<file path="config.mk">
export PLATFORM = sky130hd
export DESIGN_NAME = jxli_fpmul_serial_flat
export DESIGN_NICKNAME = d
export VERILOG_FILES = /design/src/rtl/jxli_fpmul_serial_if.sv /design/src/rtl/jxli_fpmul_serial.sv /design/src/flat_wrapper.sv
export SDC_FILE = /design/constraint.sdc
export NUM_CORES = 1
export LEC_CHECK = 0
export CAP_MARGIN = 20
export CORE_ASPECT_RATIO = 0.9
export CORE_MARGIN = 5
export CORE_UTILIZATION = 62
export DETAILED_ROUTE_END_ITERATION = 12
export PLACE_DENSITY_LB_ADDON = 0.2
export SLEW_MARGIN = 40
export SYNTH_ARGS = -nofsm -noshare
export SYNTH_HDL_FRONTEND = slang
export SYNTH_SLANG_ARGS = --single-unit
export TNS_END_PERCENT = 30
</file>
<file path="constraint.sdc">
create_clock -name clock -period 6.1 [get_ports clock]
set_clock_uncertainty 0.15 [all_clocks]
set_input_delay 1.525 -clock clock [delete_from_list [all_inputs] [get_ports clock]]
set_output_delay 1.525 -clock clock [all_outputs]
set_load 0.03 [all_outputs]
</file>
<file path="src/rtl/jxli_fpmul_serial_if.sv">
`default_nettype none
// ============================================================================
// Module   : jxli_fpmul_serial_if
// Purpose  : Beat-serial operand bus and parallel result bus for jxli_fpmul_serial
// Revision : 1.0  initial release
// ============================================================================
interface jxli_fpmul_serial_if #(
  parameter int DW = 4,
  parameter int FW = 8
);
  logic          enable;
  logic [DW-1:0] data;
  logic [FW-1:0] result;
  logic          valid;
  logic          busy;

  modport master (output enable, output data, input result, input valid, input busy);
  modport slave  (input enable, input data, output result, output valid, output busy);
endinterface
`default_nettype wire

</file>
<file path="src/rtl/jxli_fpmul_serial.sv">
`default_nettype none
// ============================================================================
// Module   : jxli_fpmul_serial
// Purpose  : Beat-serial minifloat multiplier, 3-cycle datapath, RNE rounding.
//            Define JXLI_FPMUL_SUBNORMAL_EN for gradual underflow (else FTZ/DAZ).
// Revision : 1.0  initial release
// ============================================================================
module jxli_fpmul_serial #(
  parameter int EW = 4,
  parameter int MW = 3,
  parameter int DW = 4
) (
  input  logic               clock,
  input  logic               reset,
  jxli_fpmul_serial_if.slave bus
);
  localparam int FW    = 1 + EW + MW;
  localparam int BEATS = FW / DW;
  localparam int CW    = (BEATS > 1) ? $clog2(BEATS) : 1;
  localparam int BIAS  = 2**(EW-1) - 1;
  localparam int PW    = 2*MW + 2;
  localparam int LW    = $clog2(PW);
  localparam int EXW   = EW + 3;

  localparam logic signed [EXW-1:0] BIAS_S  = EXW'(BIAS);
  localparam logic signed [EXW-1:0] TWO_MW  = EXW'(2*MW);
  localparam logic signed [EXW-1:0] ONE_S   = EXW'(1);
  localparam logic signed [EXW-1:0] EXP_INF = EXW'(2**EW - 1);
  localparam logic        [EXW-1:0] SH_MAX  = EXW'(MW + 2);

  typedef enum logic [2:0] {
    S_LOAD_A = 3'd0,
    S_LOAD_B = 3'd1,
    S_CALC1  = 3'd2,
    S_CALC2  = 3'd3,
    S_CALC3  = 3'd4,
    S_DONE   = 3'd5
  } state_e;

  state_e                 state_q, state_d;
  logic [CW-1:0]          cnt_q, cnt_d;
  logic [FW-1:0]          a_q, a_d, b_q, b_d;
  logic                   sign_q, sign_d, nan_q, nan_d, inf_q, inf_d, zero_q, zero_d;
  logic [MW:0]            ma_q, ma_d, mb_q, mb_d;
  logic [EW-1:0]          ea_q, ea_d, eb_q, eb_d;
  logic [PW-1:0]          p_q, p_d;
  logic signed [EXW-1:0]  e_q, e_d;
  logic [FW-1:0]          result_q, result_d;
  logic                   valid_q, valid_d;

  logic [EW-1:0]          xa, xb;
  logic [MW-1:0]          fa, fb;
  logic                   a_nan, b_nan, a_inf, b_inf, a_zero, b_zero, last_beat;
  logic [LW-1:0]          lz;
  logic [PW-1:0]          pn;
  logic signed [EXW-1:0]  er, exp_o;
  logic [EXW-1:0]         sh;
  logic [2*PW-1:0]        wide;
  logic [MW:0]            mant;
  logic [MW+1:0]          mant_r;
  logic                   guard, sticky, rup, uflow;
  logic [FW-1:0]          res;

  always_ff @(posedge clock) begin
    if (reset) begin
      state_q  <= S_LOAD_A;
      cnt_q    <= '0;
      a_q      <= '0;
      b_q      <= '0;
      sign_q   <= 1'b0;
      nan_q    <= 1'b0;
      inf_q    <= 1'b0;
      zero_q   <= 1'b0;
      ma_q     <= '0;
      mb_q     <= '0;
      ea_q     <= '0;
      eb_q     <= '0;
      p_q      <= '0;
      e_q      <= '0;
      result_q <= '1;
      valid_q  <= 1'b0;
    end else begin
      state_q  <= state_d;
      cnt_q    <= cnt_d;
      a_q      <= a_d;
      b_q      <= b_d;
      sign_q   <= sign_d;
      nan_q    <= nan_d;
      inf_q    <= inf_d;
      zero_q   <= zero_d;
      ma_q     <= ma_d;
      mb_q     <= mb_d;
      ea_q     <= ea_d;
      eb_q     <= eb_d;
      p_q      <= p_d;
      e_q      <= e_d;
      result_q <= result_d;
      valid_q  <= valid_d;
    end
  end

  always_comb begin
    state_d  = state_q;
    cnt_d    = cnt_q;
    a_d      = a_q;
    b_d      = b_q;
    sign_d   = sign_q;
    nan_d    = nan_q;
    inf_d    = inf_q;
    zero_d   = zero_q;
    ma_d     = ma_q;
    mb_d     = mb_q;
    ea_d     = ea_q;
    eb_d     = eb_q;
    p_d      = p_q;
    e_d      = e_q;
    result_d = result_q;
    valid_d  = valid_q;

    last_beat = (cnt_q == CW'(BEATS-1));
    xa = a_q[FW-2 -: EW];
    xb = b_q[FW-2 -: EW];
    fa = a_q[MW-1:0];
    fb = b_q[MW-1:0];
    a_nan = (&xa) & (|fa);
    b_nan = (&xb) & (|fb);
    a_inf = (&xa) & ~(|fa);
    b_inf = (&xb) & ~(|fb);

    // Normalise the product so its leading one sits at the top bit
    lz = '0;
    for (int i = 0; i < PW; i++) begin
      if (p_q[i]) lz = LW'(i);
    end
    pn = p_q << (LW'(PW-1) - lz);
    er = e_q + $signed({{(EXW-LW){1'b0}}, lz}) - TWO_MW;

`ifdef JXLI_FPMUL_SUBNORMAL_EN
    a_zero = (xa == '0) && (fa == '0);
    b_zero = (xb == '0) && (fb == '0);
    sh     = '0;
    if (er < ONE_S) begin
      sh = ONE_S - er;
      if (sh > SH_MAX) sh = SH_MAX;
    end
    uflow  = 1'b0;
`else
    a_zero = (xa == '0);
    b_zero = (xb == '0);
    sh     = '0;
    uflow  = 1'b0;
`endif

    // Right shift denormalises tiny results; shifted-out bits feed sticky
    wide   = {pn, {PW{1'b0}}} >> sh;
    mant   = wide[2*PW-1 -: MW+1];
    guard  = wide[2*PW-2-MW];
    sticky = |wide[2*PW-3-MW:0];
    rup    = guard & (sticky | mant[0]);
    mant_r = {1'b0, mant} + {{(MW+1){1'b0}}, rup};
    if (sh == '0) exp_o = er + $signed({{(EXW-1){1'b0}}, mant_r[MW+1]});
    else          exp_o = $signed({{(EXW-1){1'b0}}, mant_r[MW]});
`ifndef JXLI_FPMUL_SUBNORMAL_EN
    uflow = (exp_o < ONE_S);
`endif

    if (nan_q)                 res = {sign_q, {EW{1'b1}}, {MW{1'b1}}};
    else if (inf_q)            res = {sign_q, {EW{1'b1}}, {MW{1'b0}}};
    else if (zero_q)           res = {sign_q, {(FW-1){1'b0}}};
    else if (exp_o >= EXP_INF) res = {sign_q, {EW{1'b1}}, {MW{1'b0}}};
    else if (uflow)            res = {sign_q, {(FW-1){1'b0}}};
    else                       res = {sign_q, exp_o[EW-1:0], mant_r[MW-1:0]};

    case (state_q)
      S_LOAD_A, S_DONE: begin
        if (bus.enable) begin
          a_d     = FW'({a_q, bus.data});
          valid_d = 1'b0;
          if (last_beat) begin
            cnt_d   = '0;
            state_d = S_LOAD_B;
          end else begin
            cnt_d   = cnt_q + CW'(1);
            state_d = S_LOAD_A;
          end
        end
      end
      S_LOAD_B: begin
        if (bus.enable) begin
          b_d = FW'({b_q, bus.data});
          if (last_beat) begin
            cnt_d   = '0;
            state_d = S_CALC1;
          end else begin
            cnt_d = cnt_q + CW'(1);
          end
        end
      end
      S_CALC1: begin
        sign_d  = a_q[FW-1] ^ b_q[FW-1];
        nan_d   = a_nan | b_nan | (a_inf & b_zero) | (b_inf & a_zero);
        inf_d   = a_inf | b_inf;
        zero_d  = a_zero | b_zero;
        ma_d    = {xa != '0, fa};
        mb_d    = {xb != '0, fb};
        ea_d    = (xa == '0) ? EW'(1) : xa;
        eb_d    = (xb == '0) ? EW'(1) : xb;
        state_d = S_CALC2;
      end
      S_CALC2: begin
        p_d     = PW'(ma_q) * PW'(mb_q);
        e_d     = $signed({3'b000, ea_q}) + $signed({3'b000, eb_q}) - BIAS_S;
        state_d = S_CALC3;
      end
      S_CALC3: begin
        result_d = res;
        valid_d  = 1'b1;
        state_d  = S_DONE;
      end
      default: state_d = S_LOAD_A;
    endcase
  end

  assign bus.result = result_q;
  assign bus.valid  = valid_q;
  assign bus.busy   = (state_q == S_CALC1) || (state_q == S_CALC2) || (state_q == S_CALC3);

endmodule
`default_nettype wire

</file>
<file path="src/flat_wrapper.sv">
// flat-port wrapper written by rule: the top's interface ports become plain ports
module jxli_fpmul_serial_flat 
#(
  parameter int EW = 4,
  parameter int MW = 3,
  parameter int DW = 4
)
  (clock, reset, bus_enable, bus_data, bus_result, bus_valid, bus_busy);
  jxli_fpmul_serial_if #(.DW(DW), .FW(8)) bus_i ();
  input  logic clock;
  input  logic reset;
  input wire logic [$bits(bus_i.enable)-1:0] bus_enable;
  input wire logic [$bits(bus_i.data)-1:0] bus_data;
  output wire logic [$bits(bus_i.result)-1:0] bus_result;
  output wire logic [$bits(bus_i.valid)-1:0] bus_valid;
  output wire logic [$bits(bus_i.busy)-1:0] bus_busy;
  assign bus_i.enable = bus_enable;
  assign bus_i.data = bus_data;
  assign bus_result = bus_i.result;
  assign bus_valid = bus_i.valid;
  assign bus_busy = bus_i.busy;
  jxli_fpmul_serial #(.EW(EW), .MW(MW), .DW(DW)) u_core (.clock(clock), .reset(reset), .bus(bus_i));
endmodule
</file>
## Word-level counts from Yosys, hierarchy flattened

Index checks and enable logic that the tools add are counted.
Widths: inputs -> output; s select.

- Flip-flop bits (word level): 64
- Word-level logic and storage cells: 94

- $add $sub $neg: 8
- $mul: 1
- Magnitude comparators: 2
- Eq/ne operators: 8
- Shift operators: 1
- Mux-type cells: 22
- Bitwise gates (word level): 16
- Reduce and logical (&&, ||, !) cells: 20

Operators with widths:

| cell | count |
|---|---|
| $mux 7 | 5 |
| $mux 3 | 7 |
| $pmux 3 s5 | 1 |
| $sub 7x4->7 const B | 2 |
| $reduce_or 3->1 | 4 |
| $logic_not 4->1 | 2 |
| $mul 4x4->8 | 1 |
| $mux 4 | 2 |
| $reduce_and 2->1 | 4 |
| $reduce_and 4->1 | 2 |
| $reduce_bool 4->1 | 2 |
| $shl 8x3->8 | 1 |
| $add 7x2->7 | 1 |
| $add 7x4->7 | 1 |
| $and 1x1->1 | 7 |
| $ge 7x5->1 const B | 1 |
| $lt 7x2->1 const B | 1 |
| $eq 3x2->1 const B | 2 |
| $eq 3x3->1 const B | 2 |
| $or 1x1->1 | 6 |
| $add 4x1->5 | 1 |
| $add 4x4->5 | 1 |
| $mux 1 | 4 |
| $mux 2 | 2 |
| 13 further kinds | 16 |

## Depth between registers and ports, before layout

- Depth after elaboration: 20
- Gate-level depth with buffers: 19
- Gate-level depth less buffers: 18

## Worst setup path after synthesis

No wires, ideal clock.

- Kind: reg-to-reg
- Start: register u_core.p_q[2]
- End: register u_core.result_q[2] (netlist: u_core.bus.result[2])
- Data arrival time: 3732 ps
- Path slack: 2096 ps
- Stages on the path, launching flop included: 20
- Cell sequence: dfxtp_1 buf_4 nand2b_1 a211oi_2 nor2_1 a22oi_1 nor4b_1 o22a_1 ha_1 inv_1 nor2_1 fa_1 ha_1 fa_1 and2_1 o2111a_1 nor4b_2 nor3_2 nor2b_1 nor3_2

- Word-level cells in the longest chain between the ends: 19

RTL lines:

| element | line | text |
|---|---|---|
| start: declaration | jxli_fpmul_serial.sv:46 | `logic [PW-1:0] p_q, p_d;` |
| start signal: assignment | jxli_fpmul_serial.sv:95 | `p_q <= p_d;` |
| $mux 2 (2 in a row) | jxli_fpmul_serial.sv:133 | `if (p_q[i]) lz = LW'(i);` |
| $mux 3 (4 in a row) | jxli_fpmul_serial.sv:133 |  |
| $sub 3x3->3 | jxli_fpmul_serial.sv:135 | `pn = p_q << (LW'(PW-1) - lz);` |
| $shl 8x3->8 | jxli_fpmul_serial.sv:135 |  |
| $reduce_or 3->1 | jxli_fpmul_serial.sv:158 | `sticky = \|wide[2*PW-3-MW:0];` |
| $or 1x1->1 | jxli_fpmul_serial.sv:159 | `rup = guard & (sticky \| mant[0]);` |
| $and 1x1->1 | jxli_fpmul_serial.sv:159 |  |
| $add 4x1->5 | jxli_fpmul_serial.sv:160 | `mant_r = {1'b0, mant} + {{(MW+1){1'b0}}, rup};` |
| $add 7x2->7 | jxli_fpmul_serial.sv:161 | `if (sh == '0) exp_o = er + $signed({{(EXW-1){1'b0}}, mant_r[MW+1]});` |
| $lt 7x2->1 | jxli_fpmul_serial.sv:164 | `uflow = (exp_o < ONE_S);` |
| $mux 7 | jxli_fpmul_serial.sv:171 | `else if (uflow) res = {sign_q, {(FW-1){1'b0}}};` |
| $mux 7 (*) | jxli_fpmul_serial.sv:170 | `else if (exp_o >= EXP_INF) res = {sign_q, {EW{1'b1}}, {MW{1'b0}}};` |
| $mux 7 (*) | jxli_fpmul_serial.sv:169 | `else if (zero_q) res = {sign_q, {(FW-1){1'b0}}};` |
| $mux 7 (*) | jxli_fpmul_serial.sv:168 | `else if (inf_q) res = {sign_q, {EW{1'b1}}, {MW{1'b0}}};` |
| $mux 7 (*) | jxli_fpmul_serial.sv:167 | `if (nan_q) res = {sign_q, {EW{1'b1}}, {MW{1'b1}}};` |
| end signal: assignment | jxli_fpmul_serial.sv:97 | `result_q <= result_d;` |
| end: declaration | jxli_fpmul_serial.sv:48 | `logic [FW-1:0] result_q, result_d;` |

Mark *: on every way between the ends. The rest lies on a longest branch, timed or not.
A chain may end at the register's enable or synchronous reset.

## Worst setup path after layout

- Start: register u_core.p_q[5]
- End: register u_core.result_q[2] (netlist: u_core.bus.result[2])

- Word-level cells in the longest chain between the ends: 16

RTL lines:

| element | line |
|---|---|
| $mux 3 (3 in a row) | jxli_fpmul_serial.sv:133 |
| $sub 3x3->3 | jxli_fpmul_serial.sv:135 |
| $shl 8x3->8 | jxli_fpmul_serial.sv:135 |
| $reduce_or 3->1 | jxli_fpmul_serial.sv:158 |
| $or 1x1->1 | jxli_fpmul_serial.sv:159 |
| $and 1x1->1 | jxli_fpmul_serial.sv:159 |
| $add 4x1->5 | jxli_fpmul_serial.sv:160 |
| $add 7x2->7 | jxli_fpmul_serial.sv:161 |
| $lt 7x2->1 | jxli_fpmul_serial.sv:164 |
| $mux 7 | jxli_fpmul_serial.sv:171 |
| $mux 7 (*) | jxli_fpmul_serial.sv:170 |
| $mux 7 (*) | jxli_fpmul_serial.sv:169 |
| $mux 7 (*) | jxli_fpmul_serial.sv:168 |
| $mux 7 (*) | jxli_fpmul_serial.sv:167 |

Marked as above.

==> results.sh <==
export IMPL_worst_setup_path_end_kind="flop"
export IMPL_synth_edf_count=0
export IMPL_pin_count=17
export IMPL_syn_avg_cell_area_sq_um=8.21
export IMPL_crit_path_frequent_cell="nor2_1"
export IMPL_status="completed"
export IMPL_htree_levels=3
export IMPL_postRouteAntennaNets=0
export IMPL_startpoint_type="flop"
export IMPL_diodes=0
export IMPL_gp_congestion=0.884
export IMPL_numCtsBuffers=9
export IMPL_synth_yosys_warnings=0
export IMPL_worst_slack_ns=1.52
export IMPL_cp_required_ns=6.18
export IMPL_die_area_sq_um=7740
export IMPL_hpwl_microns=5490
export IMPL_fill_cells=514
export IMPL_ys_dominant_reg_cell="dfxtp_1"
export IMPL_drc=0
export IMPL_critical_path_max_stage_delay_ns=0.65
export IMPL_coreArea_sq_um=6010
export IMPL_crit_type="flop to flop"
export IMPL_ctsHoldBuffers=0
export IMPL_slowest_stage="dfxtp_1"
export IMPL_path_clk_slew_ns=0.08
export IMPL_syn_num_nets=498
export IMPL_grt_pass1_vias=2793
export IMPL_slew_headroom_pct=45.3
export IMPL_power_density_nw_per_um2=197
export IMPL_ys_types=58
export IMPL_root_buffer="clkbuf_8"
export IMPL_grt_overflow=0
export IMPL_hold_viol=0
export IMPL_drive_above_1_share_pct=6.22
export IMPL_place_ws_ns=1.53
export IMPL_drtPass1Iterations=4
export IMPL_drt_iter0_markers=216
export IMPL_route_vias_total=3127
export IMPL_die_height_microns=84.0
export IMPL_tightestPinTransition_ns=0.813
export IMPL_area_growth_pct=8.33
export IMPL_dpl_instance_area_sq_um=3910
export IMPL_cap_viol_max_count=0
export IMPL_hp_class="flop to flop"
export IMPL_mostFrequentLayoutCell="nand2_1"
export IMPL_period_share_pct=75.1
export IMPL_synth_top_area_share_pct=34.0
export IMPL_worst_hold_slack_ns=0.311
export IMPL_wl_per_cell_microns=13.9
export IMPL_min_period_ns=4.58
export IMPL_critPathArrivalTime_ns=4.66
export IMPL_clk_path_buf_depth=2
export IMPL_syn_inst=459
export IMPL_rsz0062_at_grt="false"
export IMPL_fin_util_pct=67.9
export IMPL_cts_tree="done"
export IMPL_fmax_mhz=218
export IMPL_synth_seq_cells=64
export IMPL_fp_dieW_microns=92.2
export IMPL_setup_viol=0
export IMPL_cts_setup_buffers=0
export IMPL_grt_pass1_wl_microns=12800
export IMPL_grt_max_degree=67
export IMPL_initial_utilization_pct=62.7
export IMPL_track_usage_pct=20.3
export IMPL_tns_ns=0
export IMPL_cts_sinks=64
export IMPL_num_nets_final=501
export IMPL_viasPerCell=5.81
export IMPL_yosys_area_top_type="dfxtp_1"
export IMPL_fin_area_sq_um=4080
export IMPL_core_rowCount=27
export IMPL_ys_top_cells_by_area="dfxtp_1 34%, ha_1 8.3%, nand2_1 6.5%"
export IMPL_slew_viol_final=0
export IMPL_synthArstFlopShare_pct=0
export IMPL_crit_buf_inv=1
export IMPL_ir_worst_vdd_mv=0.155
export IMPL_cts_repair_resized=0
export IMPL_synth_yosys_seq_area_share_pct=34.0
export IMPL_cp_top_family="simple AND/OR/NAND/NOR gates"
export IMPL_critical_path_max_fanout=17
export IMPL_grt_antenna_before_repair=0
export IMPL_drt_wl_total_microns=7500
export IMPL_io_buffers=16
export IMPL_p_leak_nw=1.69
export IMPL_most_common_layout_cells="65 x nand2_1, 64 x dfxtp_1, 44 x nor2_1"
export IMPL_clk_insertion_delay_late_ns=0.34
export IMPL_crit_chain="nor2_1 > a211oi_2 > nor2_1 > a22oi_1 > nor4b_1 > o22a_1 > ha_1 > inv_1 > nor2_1 > fa_1 > ha_1 > fa_1 > and2_1 > o2111a_1 > nor4b_2 > nor3_2 > nor2b_1 > nor3_2"
export IMPL_synth_area_sq_um=3770
sequential cells by signal, summed over array words and instances, names as in the netlist:
name / count
u_core.a_q: 8
u_core.b_q: 8
u_core.bus.result: 8
u_core.bus.valid: 1
u_core.cnt_q: 1
u_core.e_q: 7
u_core.ea_q: 4
u_core.eb_q: 4
u_core.inf_q: 1
u_core.ma_q: 4
u_core.mb_q: 4
u_core.nan_q: 1
u_core.p_q: 8
u_core.sign_q: 1
u_core.state_q: 3
u_core.zero_q: 1
routing by layer:
layer / up-vias / part of all wire [%] / track usage, % / routed length (microns)
met1: 1437 / 48 / 26.4 / 3610
li1: 1625 / - / - / -
met4: 0 / 1.1 / 5.80 / 82
met5: - / 0 / 0 / 0
met2: 54 / 48 / 33.5 / 3580
met3: 11 / 3.1 / 4.69 / 234
Yosys cell counts (7+ instances only):
cell type   n
mux2i_1    19
nand3_1     7
ha_1       25
nor2_1     44
inv_1      16
o21ai_0    10
fa_1        7
nand2b_1    8
nand2_1    65
nor4_1      9
clkbuf_1   15
nor3_1     11
a21oi_1    43
dfxtp_1    64
and2_1     13
worst paths after layout:
| kind | endpoint | depth (start not counted) | slack, ns | startpoint |
|---|---|---|---|---|
| max reg2reg | u_core.bus.result[2]$_SDFFE_PP1P_ | 18 | 1.52 | u_core.p_q[5]$_SDFFE_PP0P_ |
| min | u_core.eb_q[2]$_SDFFE_PP0P_ | 2 | 0.31 | u_core.eb_q[2]$_SDFFE_PP0P_ |
| max | u_core.bus.result[2]$_SDFFE_PP1P_ | 18 | 1.52 | u_core.p_q[5]$_SDFFE_PP0P_ |
| min reg2reg | u_core.eb_q[2]$_SDFFE_PP0P_ | 2 | 0.31 | u_core.eb_q[2]$_SDFFE_PP0P_ |
worst min-delay path, cell delays in order, from the launching register on:
cell	delay, ns
dfxtp_1	0.31
nand2_1	0.05
a21oi_1	0.05
report_power, final:
group	switching (mW)	internal, mW	total (mW)
Sequential	0.0133	0.427	0.440
Clock	0.167	0.147	0.314
Combinational	0.0282	0.0223	0.0504
Total	0.209	0.596	0.805
logic make-up (layout without fill, tap and decap cells):
group | after synthesis | count (layout) | synth area share [%]
muxes | 19 | 19 | 5.04
adders and majority gates | 32 | 32 | 12.0
and+or+nand+nor | 195 | 195 | 25.7
DFF | 64 | 64 | 34.0
AOI/OAI and AO/OA | 95 | 95 | 16.1
buffers and inverters | 44 | 51 | 4.88
xor gates and xnor gates | 10 | 10 | 2.32
stage by stage:
stage,power (mW),cells
6_report,0.805,538
5_1_grt,0.845,538
4_1_cts,0.814,538
3_5_place_dp,0.499,523
3_3_place_gp,0.499,523
2_1_floorplan,0.485,459
final cells by class:
| class | count | area (sq um) | share of cell area (%) |
|---|---|---|---|
| Clock buffer | 9 | 124 | 3.03 |
| Clock inverter | 6 | 46.3 | 1.13 |
| Inverter | 18 | 67.6 | 1.65 |
| Multi-Input combinational cell | 351 | 2300 | 56.4 |
| Sequential cell | 64 | 1280 | 31.4 |
| Tap cell | 72 | 90.1 | 2.21 |
| Timing Repair Buffer | 18 | 170 | 4.17 |
(Power assumes the default switching activity.)
